--- config.mk ---
export PLATFORM = sky130hd
export DESIGN_NAME = pmem_line_initiator
export DESIGN_NICKNAME = d
export VERILOG_FILES = /design/src/rtl/pmem_line_initiator.sv
export SDC_FILE = /design/constraint.sdc
export NUM_CORES = 1
export LEC_CHECK = 0
export ABC_CLOCK_PERIOD_IN_PS = 2600
export CAP_MARGIN = 20
export CORE_AREA = 2 2 419 421
export CTS_CLUSTER_DIAMETER = 50
export CTS_CLUSTER_SIZE = 16
export DETAILED_ROUTE_END_ITERATION = 12
export DIE_AREA = 0 0 421 423
export PLACE_DENSITY = 0.44
export RECOVER_POWER = 100
export SLEW_MARGIN = 20
export SYNTH_ARGS = -nofsm -noshare
export SYNTH_HDL_FRONTEND = slang
export SYNTH_SLANG_ARGS = --single-unit
--- constraint.sdc ---
create_clock -name clk -period 2.6 [get_ports clk]
set_input_delay 0.26 -clock clk [delete_from_list [all_inputs] [get_ports clk]]
set_output_delay 0.26 -clock clk [all_outputs]
set_load 0.01 [all_outputs]
--- src/rtl/pmem_line_initiator.sv ---
// L1 miss-path initiator: optional victim writeback, then line fill.
// Define PMEM_INIT_TIMEOUT_EN for a per-phase timeout and sticky err flag.
module pmem_line_initiator #(
    parameter int ADDR_W      = 16,
    parameter int LINE_W      = 256,
    parameter int OFFSET_W    = 5,
    parameter int TIMEOUT_CYC = 1023
) (
    input  logic              clk,
    input  logic              rst_n,
    input  logic              req_valid,
    output logic              req_ready,
    input  logic [ADDR_W-1:0] req_addr,
    input  logic              req_dirty,
    input  logic [ADDR_W-1:0] req_wb_addr,
    input  logic [LINE_W-1:0] req_wb_data,
    output logic              done,
    output logic [LINE_W-1:0] fill_data,
`ifdef PMEM_INIT_TIMEOUT_EN
    output logic              err,
`endif
    output logic              pmem_read,
    output logic              pmem_write,
    output logic [ADDR_W-1:0] pmem_address,
    output logic [LINE_W-1:0] pmem_wdata,
    input  logic              pmem_resp,
    input  logic [LINE_W-1:0] pmem_rdata
);

    typedef enum logic [2:0] {
        IDLE,
        WB,
        GAP,
        FILL,
        DONE
    } state_t;

    localparam logic [ADDR_W-1:0] LINE_MASK =
        {{(ADDR_W-OFFSET_W){1'b1}}, {OFFSET_W{1'b0}}};

    state_t            state_q;
    state_t            state_d;
    logic [ADDR_W-1:0] fill_addr_q;
    logic [ADDR_W-1:0] wb_addr_q;
    logic [LINE_W-1:0] wb_data_q;
    logic [LINE_W-1:0] fill_q;
    logic              accept;
    logic              in_phase;
    logic              timeout;

    assign accept     = req_valid & req_ready;
    assign in_phase   = (state_q == WB) || (state_q == FILL);
    assign pmem_wdata = wb_data_q;
    assign fill_data  = fill_q;

`ifdef PMEM_INIT_TIMEOUT_EN
    localparam logic [9:0] TO_LAST = 10'(TIMEOUT_CYC - 1);

    logic [9:0] wait_q;
    logic       err_q;

    // A response in the last allowed cycle still wins over the timeout.
    assign timeout = in_phase && !pmem_resp && (wait_q == TO_LAST);
    assign err     = err_q;

    always_ff @(posedge clk) begin
        if (!rst_n) begin
            wait_q <= '0;
            err_q  <= 1'b0;
        end else begin
            if (in_phase && (state_d == state_q))
                wait_q <= wait_q + 10'd1;
            else
                wait_q <= '0;
            if (timeout)
                err_q <= 1'b1;
        end
    end
`else
    assign timeout = 1'b0;
`endif

    always_comb begin
        state_d      = state_q;
        req_ready    = 1'b0;
        done         = 1'b0;
        pmem_read    = 1'b0;
        pmem_write   = 1'b0;
        pmem_address = '0;
        unique case (state_q)
            IDLE: begin
                req_ready = 1'b1;
                if (req_valid)
                    state_d = req_dirty ? WB : FILL;
            end
            WB: begin
                pmem_write   = 1'b1;
                pmem_address = wb_addr_q;
                if (pmem_resp)
                    state_d = GAP;
                else if (timeout)
                    state_d = DONE;
            end
            GAP: state_d = FILL;
            FILL: begin
                pmem_read    = 1'b1;
                pmem_address = fill_addr_q;
                if (pmem_resp || timeout)
                    state_d = DONE;
            end
            DONE: begin
                done    = 1'b1;
                state_d = IDLE;
            end
            default: state_d = IDLE;
        endcase
    end

    always_ff @(posedge clk) begin
        if (!rst_n) begin
            state_q     <= IDLE;
            fill_addr_q <= '0;
            wb_addr_q   <= '0;
            wb_data_q   <= '0;
            fill_q      <= '0;
        end else begin
            state_q <= state_d;
            if (accept) begin
                fill_addr_q <= req_addr & LINE_MASK;
                wb_addr_q   <= req_wb_addr & LINE_MASK;
                wb_data_q   <= req_wb_data;
            end
            if ((state_q == FILL) && pmem_resp)
                fill_q <= pmem_rdata;
            else if (timeout)
                fill_q <= '0;
        end
    end

endmodule

After elaboration in Yosys (flattened, before gate mapping) --
Index checks and enable logic that the tools add are counted.
Cells by class: eq/ne operators 7, multiplexer cells 10, bitwise logic cells 1, reductions and logical operators 3
Operators with widths (number):
- 16-bit one-hot mux with 2 select lines | 1
- 3-bit one-hot mux with 4 select lines | 1
- 3-bit 2-to-1 mux | 3
- 3-bit by 2-bit equality test with 1-bit output, second input constant | 2
- 2-bit inequality test, second input constant | 3
- 1-bit 2-to-1 mux | 4
- 3-bit by 1-bit equality test with 1-bit output, second input constant | 1
- 3-bit equality test, second input constant | 1
- 3-bit logical NOT | 1
- 3-bit AND reduction | 1
- 2-bit 2-to-1 mux | 1
- 1-bit AND | 1
- 1-bit logical AND | 1
Storage, ports and cells: flip-flop bits (word level) 537, input port bits 549, logic and storage cells 26

Longest topological paths before layout --
depth after elaboration 3, gate-level depth with buffers 6, mapped depth without buffers 2

Least setup slack after synthesis --
Ideal clock, no wire load.
kind flip-flop to output port, from register state_q[0], to output port pmem_address[10], arrival 1.224 ns, path slack 1.116 ns, stages on the path, launching flop included 5, buffers on the path 2, cells stage by stage dfxtp_1 buf_6 and3b_1 clkbuf_1 a22o_1
On the way: word-level cells in the longest chain between the ends 2, elaborated cells between the ends (all ways) 3
Ends and longest elaborated chain:
- from (decl) | RTL line 41 | state_t state_q;
- from (signal assigned) | RTL line 127 | state_q <= state_d;
- 3-bit by 2-bit equality test with 1-bit output / 3-bit by 1-bit equality test with 1-bit output (equally long branches) | RTL line 90 | unique case (state_q)
- 16-bit one-hot mux with 2 select lines * | RTL line 90
- to (decl) | RTL line 24 | output logic [ADDR_W-1:0] pmem_address,
Mark *: on every way between the ends. The rest lies on a longest branch, timed or not.

==> out/results.tsv <==
metric	value	unit
status	finished with violations	
violations	max-capacitance violations, max-slew violations	
cts_root_buf	clkbuf_16	
cts_max_level	3	
rows	153	
critPathKind	input port to register	
grt_max_degree	86	
worstSetupEndpointType	register	
cp_max_fo	45	
r2r_setup_slack	230	ps
core-area	173000	µm²
dr_total_vias	19500	
hold_violations	0	
drc	0	
p_leak	0.0154	µW
power	25200	µW
dieHeight	423	µm
grt_first_pass_wirelength	143000	µm
cts_max_path_buffers	3	
rsz0062_at_grt	no	
finalNetCount	3957	
numPortBuffers	1065	
maxCapViolCount	1	
multi_input_area	9570	µm²
die_width	421	µm
synth_area_per_cell	9.13	µm²
clk_latency	710	ps
drive_gt1_share	6.92	%
worst_ep_arrival_time	3080	ps
drt_first_pass_iters	5	
period_share	93.9	%
drv_slew	30	
cp-endpoint	fill_data[64]	
syn2layout_area_growth	76.6	%
worst-endpoint-required	3240	ps
worst_slack	158	ps
seq_area_frac_synth	50.1	%
setup-violations-final	0	
seq_area	10800	µm²
place_worst_setup_slack	485	ps
wl	101000	µm
placed_cells	5634	
reg2reg_depth	4	
hpwl	78500	µm
clkTransAtPathRegs	60	ps
crit_start	rst_n	
syn_inst	2353	
wire_per_inst	17.4	µm
routabilityCongestion	0.834	
r2r-end	fill_data[146]	
drt_iter0_markers	874	
p_per_area	665	nW/µm²
skew	47.0	ps
cts_tree	done	
clock-sinks	537	
track_usage	11.0	%
fillCellCount	19000	
grt-ovfl-total	0	
fmax	0.409	GHz
hold_class	input port to register	
ant_nets	0	
synth_seq_cells	537	
fin_cells	5814	
reg2reg_from	state_q[2]	
die_area	178000	µm²
vias_per_cell	3.35	
yosysWarnings	0	
grt_pass1_vias	19800	
vdd_drop_max	0.505	mV
synth_area	21500	µm²
ioPinCount	1081	
relSlewSlack	-11.8	%
tightest_slew	1680	ps
cts_buffers	92	
period_needed	2440	ps
setup_tns	0	ps
antenna_found_initial	33	
start_util	12.4	%
cp-start-kind	input port	
yosysUniqueCellTypes	22	
==> layout make-up <==
type	instances	area share, %
timing repair buffer	1145	30.0
sequential	537	28.4
multi-input combinational	1631	25.2
tap	2325	7.67
clock buffer	111	6.58
clock inverter	58	2.03
antenna	6	0.0396
inverter	1	0.00990
==> Yosys cell counts (all sizes together) <==
master,instances,share of area (%)
a2111oi,2,0.082
a21oi,1,0.023
a22o,11,0.45
and2,1,0.029
and3,1,0.029
and3b,1,0.041
and4b,1,0.047
buf,84,3.6
clkbuf,104,1.8
conb,1,0.017
dfxtp,537,50
inv,1,0.017
mux2i,534,25
nand2,1068,19
nor3,2,0.047
nor3b,2,0.070
nor4b,1,0.070
or3b,1,0.041
==> critical path: stages <==
cell and delay, ps:
dlygate4sd3_1 520, clkbuf_2 1190, buf_4 590, nand2_1 270, mux2i_1 180
==> through the flow <==
| step | hold WS, ps | util [%] | cell area, µm² |
|---|---|---|---|
| after global placement | 441 | 20.1 | 34800 |
| after global routing | 41.9 | 21.9 | 37900 |
| final | 105 | 21.9 | 37900 |
| after floorplan | 377 | - | 21500 |
| after detailed placement | 446 | 20.1 | 34800 |
| after CTS | 8.46 | 22.0 | 38100 |
==> flip-flops by register name (all words and copies together) (netlist names) <==
name         count
wb_addr_q       11
state_q          3
fill_data      256
pmem_wdata     256
fill_addr_q     11
==> cell usage in the layout, fill, tap and decap left out, types with 7 or more instances in the layout <==
master              n
nand2_1          1068
clkdlybuf4s50_1   538
mux2i_1           534
dfxtp_1           534
dlygate4sd3_1     516
clkbuf_16          93
buf_4              31
clkbuf_2           17
clkinvlp_4         14
buf_12             13
bufinv_16          12
clkbuf_1           12
dlygate4sd2_1      12
a22o_1             11
clkinv_2           11
clkbuf_8           10
inv_6               8
buf_6               8
clkinv_4            7
==> kinds of logic after synthesis <==
kind of cell / after synthesis / share of synthesized area (%)
buffers and inverters: 189 / 5.43
DFF: 537 / 50.1
muxes: 534 / 24.9
and+or+nand+nor: 1078 / 19.0
AOI/OAI and AO/OA: 14 / 0.554
other: 1 / 0.0175
==> report_power, final <==
group | internal [µW] | switching (µW) | total, µW
Clock | 8120 | 4820 | 12900
Sequential | 8670 | 224 | 8890
Combinational | 1810 | 1570 | 3390
Total | 18600 | 6620 | 25200
==> routing by layer <==
metal  vias up  global-route usage (%)  wire length [µm]
met5         -                       0               146
met1      8898                    12.6             41100
met3       154                    4.36              8370
met2       652                    18.4             49200
met4        26                    3.99              2570
li1       9729                       -                 -
==> worst min path at each step <==
stage | start | to | slack (ps) | cells past startpoint
4_1_cts | req_wb_data[136] | pmem_wdata[136] | 8 | 3
3_5_place_dp | fill_data[39] | fill_data[39] | 450 | 2
5_1_grt | req_wb_data[52] | pmem_wdata[52] | 40 | 3
2_1_floorplan | pmem_resp | state_q[0] | 380 | 1
6_report | pmem_rdata[56] | fill_data[56] | 100 | 3
3_3_place_gp | pmem_wdata[6] | pmem_wdata[6] | 440 | 2
==> timing repair <==
action | CTS | global route
gates resized for setup | 23 | 0
endpoints found under the hold margin | 7 | 0
setup buffers | 2 | 0
endpoints found under the setup margin | 14 | 0
hold buffers | 2 | 0
(Power assumes the default switching activity.)
